File: config.mk
export PLATFORM = sky130hd
export DESIGN_NAME = booth_mul_seq
export DESIGN_NICKNAME = d
export VERILOG_FILES = /design/src/rtl/booth_mul_seq_pkg.sv /design/src/rtl/booth_mul_seq_r4_step.sv /design/src/rtl/booth_mul_seq.sv
export SDC_FILE = /design/constraint.sdc
export NUM_CORES = 1
export LEC_CHECK = 0
export BUFFER_PORTS_ARGS = -buffer_cell sky130_fd_sc_hd__buf_2
export CAP_MARGIN = 20
export CORE_MARGIN = 4
export CORE_UTILIZATION = 43
export CTS_CLUSTER_DIAMETER = 150
export DETAILED_ROUTE_END_ITERATION = 16
export PLACE_DENSITY = 0.71
export SYNTH_ARGS = -nofsm -noshare
export SYNTH_HDL_FRONTEND = slang
export SYNTH_HIERARCHICAL = 1
export SYNTH_SLANG_ARGS = --single-unit
File: constraint.sdc
create_clock -name clk -period 6.6 [get_ports clk]
set_input_delay 0 -clock clk [delete_from_list [all_inputs] [get_ports clk]]
set_output_delay 0 -clock clk [all_outputs]
set_load 0.01 [all_outputs]
File: src/rtl/booth_mul_seq_pkg.sv
// Shared types and constants for the sequential radix-4 Booth multiplier.
// The early-termination feature is selected by BOOTH_EARLY_TERM_EN in booth_mul_seq.sv.
package booth_mul_seq_pkg;

    localparam int DEFAULT_WIDTH = 32;

    typedef enum logic [1:0] {IDLE, LOAD, ITER, DONE} state_t;

    typedef enum logic [2:0] {ZERO, PQ, P2Q, NQ, N2Q} recode_t;

    // bits = {m[1], m[0], carry-in from the previous pair}
    function automatic recode_t booth_recode(input logic [2:0] bits);
        recode_t sel;
        case (bits)
            3'b001, 3'b010: sel = PQ;
            3'b011:         sel = P2Q;
            3'b100:         sel = N2Q;
            3'b101, 3'b110: sel = NQ;
            default:        sel = ZERO;
        endcase
        return sel;
    endfunction

endpackage

File: src/rtl/booth_mul_seq_r4_step.sv
// One combinational radix-4 Booth step: recode, then add into the WIDTH+2 bit accumulator.
module booth_r4_step
    import booth_mul_seq_pkg::*;
#(
    parameter int WIDTH = DEFAULT_WIDTH
) (
    input  logic [2:0]       bits,
    input  logic [WIDTH-1:0] q,
    input  logic [WIDTH+1:0] acc,
    output logic [WIDTH+1:0] acc_next
);

    logic [WIDTH+1:0] q_ext;
    logic [WIDTH+1:0] addend;

    // Two guard bits hold +-2Q and the running sum without overflow.
    assign q_ext = {{2{q[WIDTH-1]}}, q};

    always_comb begin
        addend = '0;
        case (booth_recode(bits))
            PQ:      addend = q_ext;
            P2Q:     addend = q_ext << 1;
            NQ:      addend = -q_ext;
            N2Q:     addend = -(q_ext << 1);
            default: addend = '0;
        endcase
    end

    assign acc_next = acc + addend;

endmodule

File: src/rtl/booth_mul_seq.sv
// Sequential signed radix-4 Booth multiplier, WIDTH/2 iterations.
// Define BOOTH_EARLY_TERM_EN to finish as soon as the remaining multiplier bits recode to zero.
module booth_mul_seq
    import booth_mul_seq_pkg::*;
#(
    parameter int WIDTH = DEFAULT_WIDTH
) (
    input  logic               clk,
    input  logic               clr,
    input  logic               start,
    input  logic [WIDTH-1:0]   Q,
    input  logic [WIDTH-1:0]   M,
    output logic               busy,
    output logic               done,
    output logic [2*WIDTH-1:0] prod
);

    localparam int N  = WIDTH / 2;
    localparam int CW = $clog2(N + 1);

    state_t             state, state_nx;
    logic [WIDTH-1:0]   q_r;
    logic [WIDTH-1:0]   sreg;
    logic [WIDTH+1:0]   acc;
    logic [WIDTH+1:0]   acc_step;
    logic               carry;
    logic [CW-1:0]      count;
    logic [2*WIDTH+1:0] shifted;
    logic               last_step;
    logic               step_done;
    logic [2*WIDTH-1:0] result;

    booth_r4_step #(.WIDTH(WIDTH)) u_step (
        .bits     ({sreg[1:0], carry}),
        .q        (q_r),
        .acc      (acc),
        .acc_next (acc_step)
    );

    // {acc, sreg} arithmetic right shift by one Booth digit
    assign shifted   = {{2{acc_step[WIDTH+1]}}, acc_step, sreg[WIDTH-1:2]};
    assign last_step = (count == CW'(N - 1));

`ifdef BOOTH_EARLY_TERM_EN
    logic [WIDTH-1:0]   rem_mask;
    logic               early;
    logic [2*WIDTH+1:0] flushed;

    // Low WIDTH-2*count bits of sreg are the multiplier bits not yet consumed.
    assign rem_mask = {WIDTH{1'b1}} >> (2 * int'(count));
    assign early    = (((sreg & rem_mask) == '0) && !carry) ||
                      (((sreg | ~rem_mask) == '1) && carry);
    assign flushed  = $signed({acc, sreg}) >>> (2 * (N - int'(count)));

    assign step_done = early || last_step;
    assign result    = early ? flushed[2*WIDTH-1:0] : shifted[2*WIDTH-1:0];
`else
    assign step_done = last_step;
    assign result    = shifted[2*WIDTH-1:0];
`endif

    always_comb begin
        state_nx = state;
        busy     = 1'b0;
        done     = 1'b0;
        case (state)
            IDLE: if (start) state_nx = LOAD;
            LOAD: begin
                busy     = 1'b1;
                state_nx = ITER;
            end
            ITER: begin
                busy = 1'b1;
                if (step_done) state_nx = DONE;
            end
            DONE: begin
                done     = 1'b1;
                state_nx = IDLE;
            end
            default: state_nx = IDLE;
        endcase
    end

    always_ff @(posedge clk) begin
        if (clr) begin
            state <= IDLE;
            q_r   <= '0;
            sreg  <= '0;
            acc   <= '0;
            carry <= 1'b0;
            count <= '0;
            prod  <= '0;
        end else begin
            state <= state_nx;
            case (state)
                // M goes straight into the shift register; LOAD leaves it untouched.
                IDLE: if (start) begin
                    q_r  <= Q;
                    sreg <= M;
                end
                LOAD: begin
                    acc   <= '0;
                    carry <= 1'b0;
                    count <= '0;
                end
                ITER: begin
                    acc   <= shifted[2*WIDTH+1:WIDTH];
                    sreg  <= shifted[WIDTH-1:0];
                    carry <= sreg[1];
                    count <= count + CW'(1);
                    if (step_done) prod <= result;
                end
                default: ;
            endcase
        end
    end

endmodule
==> results of run 1 <==
## cell families after synthesis
family	after synthesis
multiplexers	47
AO/OA/AOI/OAI	391
buffers and inverters	113
AND/OR/NAND/NOR	491
XOR/XNOR	70
adder cells (fa/ha/maj)	40
flip-flops	168
## power breakdown
part	switching [mW]	total [mW]	internal (mW)
logic	1.37	2.16	0.790
registers	0.194	1.34	1.14
clock network	0.509	1.03	0.516
total	2.07	4.52	2.45
## cells in the final DEF, fill, tap and decap left out, types with 9 or more instances in the layout
cell type      synthesis  final
nand2_1              290    290
a21oi_1              194    194
dfxtp_1              168    168
buf_2                 30    131
dlygate4sd3_1          0     64
nor2_1                54     54
o21ai_0               46     46
xnor2_1               46     46
mux2i_1               45     45
nand3_1               45     45
ha_1                  39     38
a211oi_2              32     32
nor2_2                28     28
xor2_1                24     24
nor3_1                17     17
clkbuf_16              0     17
inv_1                 15     15
a31oi_1               11     11
buf_4                  4     11
a22oi_1               11     11
o22ai_1               10     10
nand4_1               10     10
a221oi_1              10     10
o21bai_1               9      9
o21a_1                 9      9
## flip-flops by register name, summed over array words and instances (netlist names)
name and cells:
prod 64, acc 32, q_r 32, sreg 32, count 5, state 2
carry 1
## area by class of cell
type	count	area (µm²)
Sequential cell	168	3363
Clock buffer	17	425.4
Clock inverter	15	173.9
Fill cell	2266	11250
Inverter	16	60.06
Multi-Input combinational cell	1039	6354
Timing Repair Buffer	209	1445
Tap cell	319	399.1
## per-layer routing
metal	share of wire [%]	track usage [%]	wire, µm
met4	1.8	6.367	527
met1	46	29.75	13560
met5	0	0	0
met2	47	37.12	13910
met3	5.5	3.164	1619
## worst min-delay path by stage
stage / slack (ns) / to / start
after CTS: 0.06 / state[1]$_SDFFE_PP0P_ / start
after floorplan: 0.14 / q_r[31]$_SDFFE_PP0P_ / Q[31]
after detailed placement: 0.25 / q_r[20]$_SDFFE_PP0P_ / Q[20]
final: 0.04 / q_r[31]$_SDFFE_PP0P_ / start
after global routing: 0.08 / q_r[31]$_SDFFE_PP0P_ / start
after global placement: 0.24 / q_r[30]$_SDFFE_PP0P_ / Q[30]
## tightest hold or removal path, stage by stage
cell     delay [ns]
buf_2          0.11
nand2_1        0.14
nand2_1        0.11
a21oi_1        0.06
## per-stage QoR
stage	cells	worst slack, ns
global placement	1685	1.763
floorplan	1320	2.447
finish	1783	1.352
detailed placement	1686	1.601
CTS	1782	1.479
global route	1783	1.076
==> flow_metrics.tcl, run 1 <==
set metrics [dict create \
    final_area_um2 12220 \
    post_cts.repair.setup_buffers 0 \
    r2r_slack_ns 1.35 \
    antenna_found_initial 0 \
    dp_hpwl_um 19980 \
    synth_common_cells "290 x nand2_1, 194 x a21oi_1, 168 x dfxtp_1" \
    root_buffer "clkbuf_16" \
    worstSetupStartpointType "flop" \
    path_max_fanout 7 \
    cts_tree "done" \
    crit_required_ns 6.96 \
    max_freq_mhz 190.6 \
    synth-compound-area-share_pct 24.67 \
    synth_xor_area_share_pct 5.967 \
    period_minus_slack_ns 5.248 \
    end_kind "flop" \
    area.growth.synth_to_final_pct 18.94 \
    clkSlewWorstSetupHoldPaths_ns 0.07 \
    post_cts_resized 0 \
    critPathMaxStageDelay_ns 0.51 \
    timing.hold.ws_ns 0.04282 \
    hp-class "primary input to flop" \
    cp-endpoint "acc[24]$_SDFFE_PP0P_" \
    grt_start_max_net_pins 110 \
    finalCritPeriodShare_pct 79.51 \
    post-route-util_pct 52.06 \
    worst_r2r_path_depth 18 \
    crit_start "q_r[0]$_SDFFE_PP0P_" \
    cts.sinks 168 \
    grt_pass1_vias 9379 \
    ant_nets 0 \
    power.total_mw 4.523 \
    drtPass1Iterations 5 \
    cts_buffers 17 \
    critPathKind "flop to flop" \
    wl_um 29620 \
    drc 0 \
    ir_drop_uv 207.4 \
    final-hold-violation-count 0 \
    outcome "finished, final reports clean" \
    fin_nets 1558 \
    worst_pin_slew_ns 1.018 \
    async_flop_share_pct 0 \
    die_h_um 162.6 \
    synth.mux.area_fraction_pct 4.640 \
    drv_cap 0 \
    synth.top_cells.by_area "dfxtp_1 33%, nand2_1 11%, a21oi_1 9.4%" \
    cts_hold_buf 64 \
    yosysTopAreaCellShare_pct 32.73 \
    ys_types 71 \
    drive_above_1_share_pct 17.28 \
    grt.total_usage_pct 22.11 \
    ys_ff_latch 168 \
    synth_edf_count 0 \
    synthMostInstantiatedCell "nand2_1" \
    place_area_um2 10950 \
    diodes 0 \
    yosysWarnings 6 \
    path_cells "inv_1 > ha_1 > nor3b_2 > and2_0 > nor3_1 > a21oi_1 > nor2_1 > a221o_1 > ha_1 > a2111oi_0 > o21ai_0 > a221o_1 > a21oi_1 > o21ai_0 > a311oi_1 > xnor2_1 > nand3_1 > a21oi_1" \
    clock_skew_ns 0.01161 \
    worst_path_max_delay_cell "nor3b_2" \
    final.setup.tns_ns 0 \
    synth_fp_nets 1427 \
    routed_via_density 5.586 \
    synth_top_family_by_area "compound AO/OA/AOI/OAI gates" \
    pin_count 133 \
    finalSetupViolations 0 \
    yosys.area.top_type "dfxtp_1" \
    first_iter_violations 925 \
    crit_buf_inv 1 \
    rows 56 \
    clockBufferDepth 2 \
    htreeDepth 4 \
    grt_pass1_wl_um 48160 \
    r2r_start "q_r[0]$_SDFFE_PP0P_" \
    synth_cells 1320 \
    clk-insertion-delay-late_ns 0.44 \
    yosys.area_share.simple_pct 21.48 \
    cp_top_family "compound AO/OA/AOI/OAI gates" \
    critPathArrivalTime_ns 5.61 \
    vias 9960 \
    leakagePower_nw 4.728 \
    portBuffers 132 \
    cp_common_cell "a21oi_1" \
    grt-ovfl-total 0 \
    synth_ff_type "dfxtp_1" \
    slew-limit-headroom_pct 32.14 \
    hold_depth 4 \
    die_w_um 162.6 \
    drv_slew 0 \
    routedWlPerCell_um 16.61 \
    coreArea_um2 23470 \
    synth_fa_ha_area_share_pct 4.944 \
    powerDensity_nw_per_um2 370.1 \
    reg2reg_to "acc[24]$_SDFFE_PP0P_" \
    path_depth 18 \
    place.gp.congestion 0.9439 \
    rsz0062_at_grt "no" \
    die_area_um2 26430 \
    syn_area_um2 10270 \
    synth.avg_cell_area_um2 7.784 \
    initial_utilization_pct 43.77 \
    yosysSeqAreaShare_pct 32.73 \
]
(Power assumes the default switching activity.)
==> run 2: changes to the inputs <==
Settings changed: PLACE_DENSITY 0.71 to 0.74.
Clock period 6.6 ns to 4.4 ns, I/O delays scaled along.
==> run 2 against run 1 <==
  * Via count grew 5.0%
  * Critical path depth shrank 3
  * Sequential cell count stayed put
  * Die area is the same
  * Core utilization increased by 4.4 points
  * Clock power is 52% higher
  * Clock skew grew 0.00051 ns
  * Clock-buffer cell count stayed put
  * Non-clock buffer count increased by 113
  * Total power up 64%
  * Worst setup slack lost 1.1 ns
  * Worst hold slack better by 0.016 ns
==> flow_metrics.tcl, run 2 (synthesized netlist as in run 1, its figures left out) <==
set metrics [dict create \
    worst_path_max_delay_cell "or4_4" \
    grt_start_max_net_pins 130 \
    drv_slew 0 \
    htreeDepth 4 \
    portBuffers 132 \
    diodes 0 \
    hp-class "primary input to flop" \
    cts_buffers 17 \
    path_max_fanout 4 \
    vias 10460 \
    max_freq_mhz 238.9 \
    worst_pin_slew_ns 1.086 \
    largest_reg_flops 64 \
    drtPass1Iterations 8 \
    die_w_um 162.6 \
    place.gp.congestion 0.9387 \
    timing.hold.ws_ns 0.05884 \
    p_int_mw 4.136 \
    critPathArrivalTime_ns 4.54 \
    crit_buf_inv 0 \
    worstSetupStartpointType "flop" \
    finalCritPeriodShare_pct 95.12 \
    post-route-util_pct 56.51 \
    area.growth.synth_to_final_pct 29.09 \
    initial_utilization_pct 43.77 \
    final_area_um2 13260 \
    cp_top_family "simple AND/OR/NAND/NOR gates" \
    crit_required_ns 4.75 \
    cts.sinks 168 \
    period_minus_slack_ns 4.185 \
    die_h_um 162.6 \
    pwr-share-clk_pct 21.2 \
    wl_um 31230 \
    grt_pass1_vias 10010 \
    most-common-layout-cells "290 x nand2_1, 184 x a21oi_1, 166 x dfxtp_1" \
    swShare_pct 44.21 \
    die_area_um2 26430 \
    rsz0062_at_grt "yes" \
    switchingPower_mw 3.278 \
    slew-limit-headroom_pct 27.61 \
    place_area_um2 11760 \
    fin_nets 1671 \
    routed_via_density 5.516 \
    first_iter_violations 907 \
    path_cells "or4_4 > or4_4 > or4_4 > xor2_1 > a221oi_1 > a31oi_1 > ha_1 > a21o_1 > a221o_1 > a21oi_2 > o21a_1 > o21ai_1 > xnor2_1 > nand3_1 > a21oi_1" \
    cp_common_cell "or4_4" \
    clockBufferDepth 2 \
    final_common_cell "nand2_1" \
    final-hold-violation-count 0 \
    critPathKind "flop to flop" \
    clock_skew_ns 0.01212 \
    grt_pass1_wl_um 50250 \
    p_comb_share_pct 52.8 \
    final.setup.tns_ns 0 \
    antenna_found_initial 0 \
    pin_count 133 \
    drv_cap 0 \
    clk-insertion-delay-late_ns 0.44 \
    grt.total_usage_pct 22.92 \
    ant_nets 0 \
    top_register "prod" \
    outcome "finished, final reports clean" \
    drc 0 \
    finalSetupViolations 0 \
    grt-ovfl-total 0 \
    dp_hpwl_um 21190 \
    ir_drop_uv 297.3 \
    end_kind "flop" \
    root_buffer "clkbuf_16" \
    r2r_slack_ns 0.21 \
    rows 56 \
    critPathMaxStageDelay_ns 0.54 \
    p_seq_share_pct 26.0 \
    leakagePower_nw 5.313 \
    powerDensity_nw_per_um2 558.9 \
    routedWlPerCell_um 16.47 \
    cts_tree "done" \
    drive_above_1_share_pct 25.49 \
    coreArea_um2 23470 \
    clkSlewWorstSetupHoldPaths_ns 0.08 \
]
run 2: through the flow:
stage,power (mW),cells,setup slack [ns]
2_1_floorplan,4.503,1320,0.2475
3_3_place_gp,5.569,1796,0.09982
3_5_place_dp,5.613,1796,0.05230
4_1_cts,7.251,1892,0.005585
5_1_grt,7.867,1896,-0.04049
6_report,7.414,1896,0.2146
run 2: tightest hold or removal path, cell delays in order:
cell and delay, ns:
buf_2 0.11, nand2_1 0.16, nand2_1 0.11, a21oi_1 0.06
run 2: worst paths after layout:
path / from / endpoint / cells past startpoint
hold / removal: start / q_r[31]$_SDFFE_PP0P_ / 4
hold reg to reg: prod[57]$_SDFFE_PP0P_ / prod[57]$_SDFFE_PP0P_ / 2
setup / recovery: q_r[16]$_SDFFE_PP0P_ / acc[32]$_SDFFE_PP0P_ / 15
setup reg to reg: q_r[16]$_SDFFE_PP0P_ / acc[32]$_SDFFE_PP0P_ / 15
run 2: timing repair:
action	4_1_cts	5_1_grt
endpoints found under the setup margin	2	37
gates resized for setup	1	60
hold buffers	64	0
endpoints found under the hold margin	64	0
pin swaps	0	23
setup buffers	0	2
cloned	0	0
run 2: layer usage:
layer,track usage [%],wire length [µm],up-vias,share of wire (%)
met2,39.43,15160,325,49
met4,5.261,357,0,1.1
met3,3.240,1682,30,5.4
met5,0,0,-,0
met1,30.61,14030,4952,45
li1,-,-,5152,-
run 2: cell type report:
class	count	area, µm²
Inverter	16	60.06
Clock inverter	15	201.4
Tap cell	319	399.1
Sequential cell	168	3366
Multi-Input combinational cell	1039	6531
Fill cell	2120	10210
Clock buffer	17	425.4
Timing Repair Buffer	322	2281
run 2: power groups by stage:
stage / combinational (mW) / clock (mW) / sequential, mW
finish: 3.91 / 1.57 / 1.93
CTS: 3.74 / 1.60 / 1.92
floorplan: 2.60 / 0 / 1.90
global route: 4.25 / 1.67 / 1.95
detailed placement: 3.66 / 0 / 1.95
global placement: 3.63 / 0 / 1.94
==> run 3: changes to the inputs <==
Settings changed: PLACE_DENSITY 0.74 to 0.69.
==> run 3 against run 2 <==
  * Final cell count rose by 0.47%
  * Clock skew barely moved
  * Routed wire length rose by 0.79%
  * Worst setup slack got worse by 0.022 ns
  * Highest routed layer unchanged
  * Clock power decreased by 3%
  * Largest power group unchanged
==> flow_metrics.tcl, run 3 (synthesized netlist as in run 1, its figures left out) <==
set metrics [dict create \
    drive_above_1_share_pct 24.46 \
    worstSetupStartpointType "flop" \
    slew-limit-headroom_pct 34.10 \
    r2r_slack_ns 0.19 \
    grt_pass1_vias 10150 \
    end_kind "flop" \
    drv_cap 0 \
    grt_start_max_net_pins 68 \
    coreArea_um2 23470 \
    portBuffers 132 \
    root_buffer "clkbuf_16" \
    critPathKind "flop to flop" \
    diodes 0 \
    max_freq_mhz 237.7 \
    place_area_um2 11710 \
    crit_required_ns 4.76 \
    initial_utilization_pct 43.77 \
    final-hold-violation-count 0 \
    htreeDepth 4 \
    dp_hpwl_um 21630 \
    register_area_um2 3363 \
    nFillCells 2175 \
    pin_count 133 \
    grt_pass1_wl_um 50750 \
    clockBufferDepth 2 \
    cts_tree "done" \
    leakagePower_nw 5.377 \
    outcome "finished, final reports clean" \
    routed_via_density 5.503 \
    powerDensity_nw_per_um2 552.6 \
    die_area_um2 26430 \
    die_w_um 162.6 \
    area.growth.synth_to_final_pct 29.77 \
    path_max_fanout 6 \
    grt.total_usage_pct 23.24 \
    drtPass1Iterations 5 \
    cts_buffers 17 \
    antenna_found_initial 0 \
    cts.sinks 168 \
    clkSlewWorstSetupHoldPaths_ns 0.07 \
    routedWlPerCell_um 16.52 \
    finalCritPeriodShare_pct 95.61 \
    first_iter_violations 809 \
    period_minus_slack_ns 4.207 \
    rsz0062_at_grt "yes" \
    vias 10480 \
    largest_reg_flops 64 \
    die_h_um 162.6 \
    top_register "prod" \
    place.gp.congestion 0.9465 \
    most-common-layout-cells "290 x nand2_1, 188 x a21oi_1, 168 x dfxtp_1" \
    rows 56 \
    place_inst 1784 \
    drc 0 \
    wl_um 31470 \
    final_area_um2 13330 \
    multi_input_area_um2 6518 \
    clk-insertion-delay-late_ns 0.44 \
    worst_pin_slew_ns 0.9885 \
    grt-ovfl-total 0 \
    ir_drop_uv 364.3 \
    critPathArrivalTime_ns 4.57 \
    ant_nets 0 \
    fin_nets 1680 \
    hp-class "primary input to flop" \
    final_common_cell "nand2_1" \
    finalSetupViolations 0 \
    drv_slew 0 \
    instances_no_fill 1905 \
    timing.hold.ws_ns 0.09281 \
    clock_skew_ns 0.01178 \
    final.setup.tns_ns 0 \
]
==> run 3: changes by cell type in the layout (fill, tap and decap cells not counted), sizes merged <==
cell         change
clkinvlp         +1
dlygate4sd3     +16
clkinv           -4
inv              +3
buf              -7
==> run 3: critical path, cell delays in order (launching register included) <==
cell	delay (ns)
dfxtp_1	0.35
inv_2	0.10
ha_4	0.15
nor3b_4	0.24
buf_4	0.15
buf_4	0.10
nand4_1	0.14
buf_4	0.19
nor2_1	0.14
xor2_1	0.12
buf_4	0.15
o22ai_1	0.22
ha_2	0.37
a2111oi_0	0.46
o311ai_1	0.14
o21ai_1	0.15
o32ai_4	0.13
a31oi_2	0.24
o21ai_0	0.14
xor2_1	0.20
nand3_1	0.10
a21oi_1	0.16
==> run 3: through the flow <==
stage	power, mW	util, %	setup WS [ns]
finish	7.368	56.81	0.1931
global route	7.850	56.81	-0.06679
CTS	7.233	55.94	0.01680
detailed placement	5.564	49.88	-0.1021
global placement	5.495	49.65	-0.06071
floorplan	4.503	-	0.2475
==> run 3: metal layers <==
layer	vias up	track usage [%]	wire, µm
met2	327	40.02	15260
met1	4931	30.33	13860
li1	5174	-	-
met5	-	0	0
met3	51	3.164	1709
met4	0	7.205	643
==> run 3: layout make-up <==
class | count | area share [%]
Clock buffer | 17 | 3.190
Inverter | 16 | 0.4504
Tap cell | 319 | 2.993
Sequential cell | 168 | 25.22
Multi-Input combinational cell | 1039 | 48.88
Clock inverter | 15 | 1.257
Timing Repair Buffer | 331 | 18.01
==> run 3: report_power, final <==
part / internal, mW / leakage, nW / switching, mW
clock: 0.768 / 0.288 / 0.755
sequential: 1.72 / 1.37 / 0.211
combinational: 1.65 / 3.72 / 2.26
total: 4.14 / 5.38 / 3.23
==> run 3: worst paths after layout <==
kind	depth (start not counted)	startpoint	end
max	21	q_r[0]$_SDFFE_PP0P_	acc[30]$_SDFFE_PP0P_
min	4	start	state[1]$_SDFFE_PP0P_
max reg2reg	21	q_r[0]$_SDFFE_PP0P_	acc[30]$_SDFFE_PP0P_
min reg2reg	2	prod[11]$_SDFFE_PP0P_	prod[11]$_SDFFE_PP0P_
==> run 3: timing repair <==
item / in CTS / in global routing
setup buffers: 2 / 7
hold buffers: 80 / 0
endpoints found under the hold margin: 90 / 0
pin swaps: 0 / 11
endpoints found under the setup margin: 8 / 38
gates resized for setup: 2 / 47
gates cloned: 0 / 0
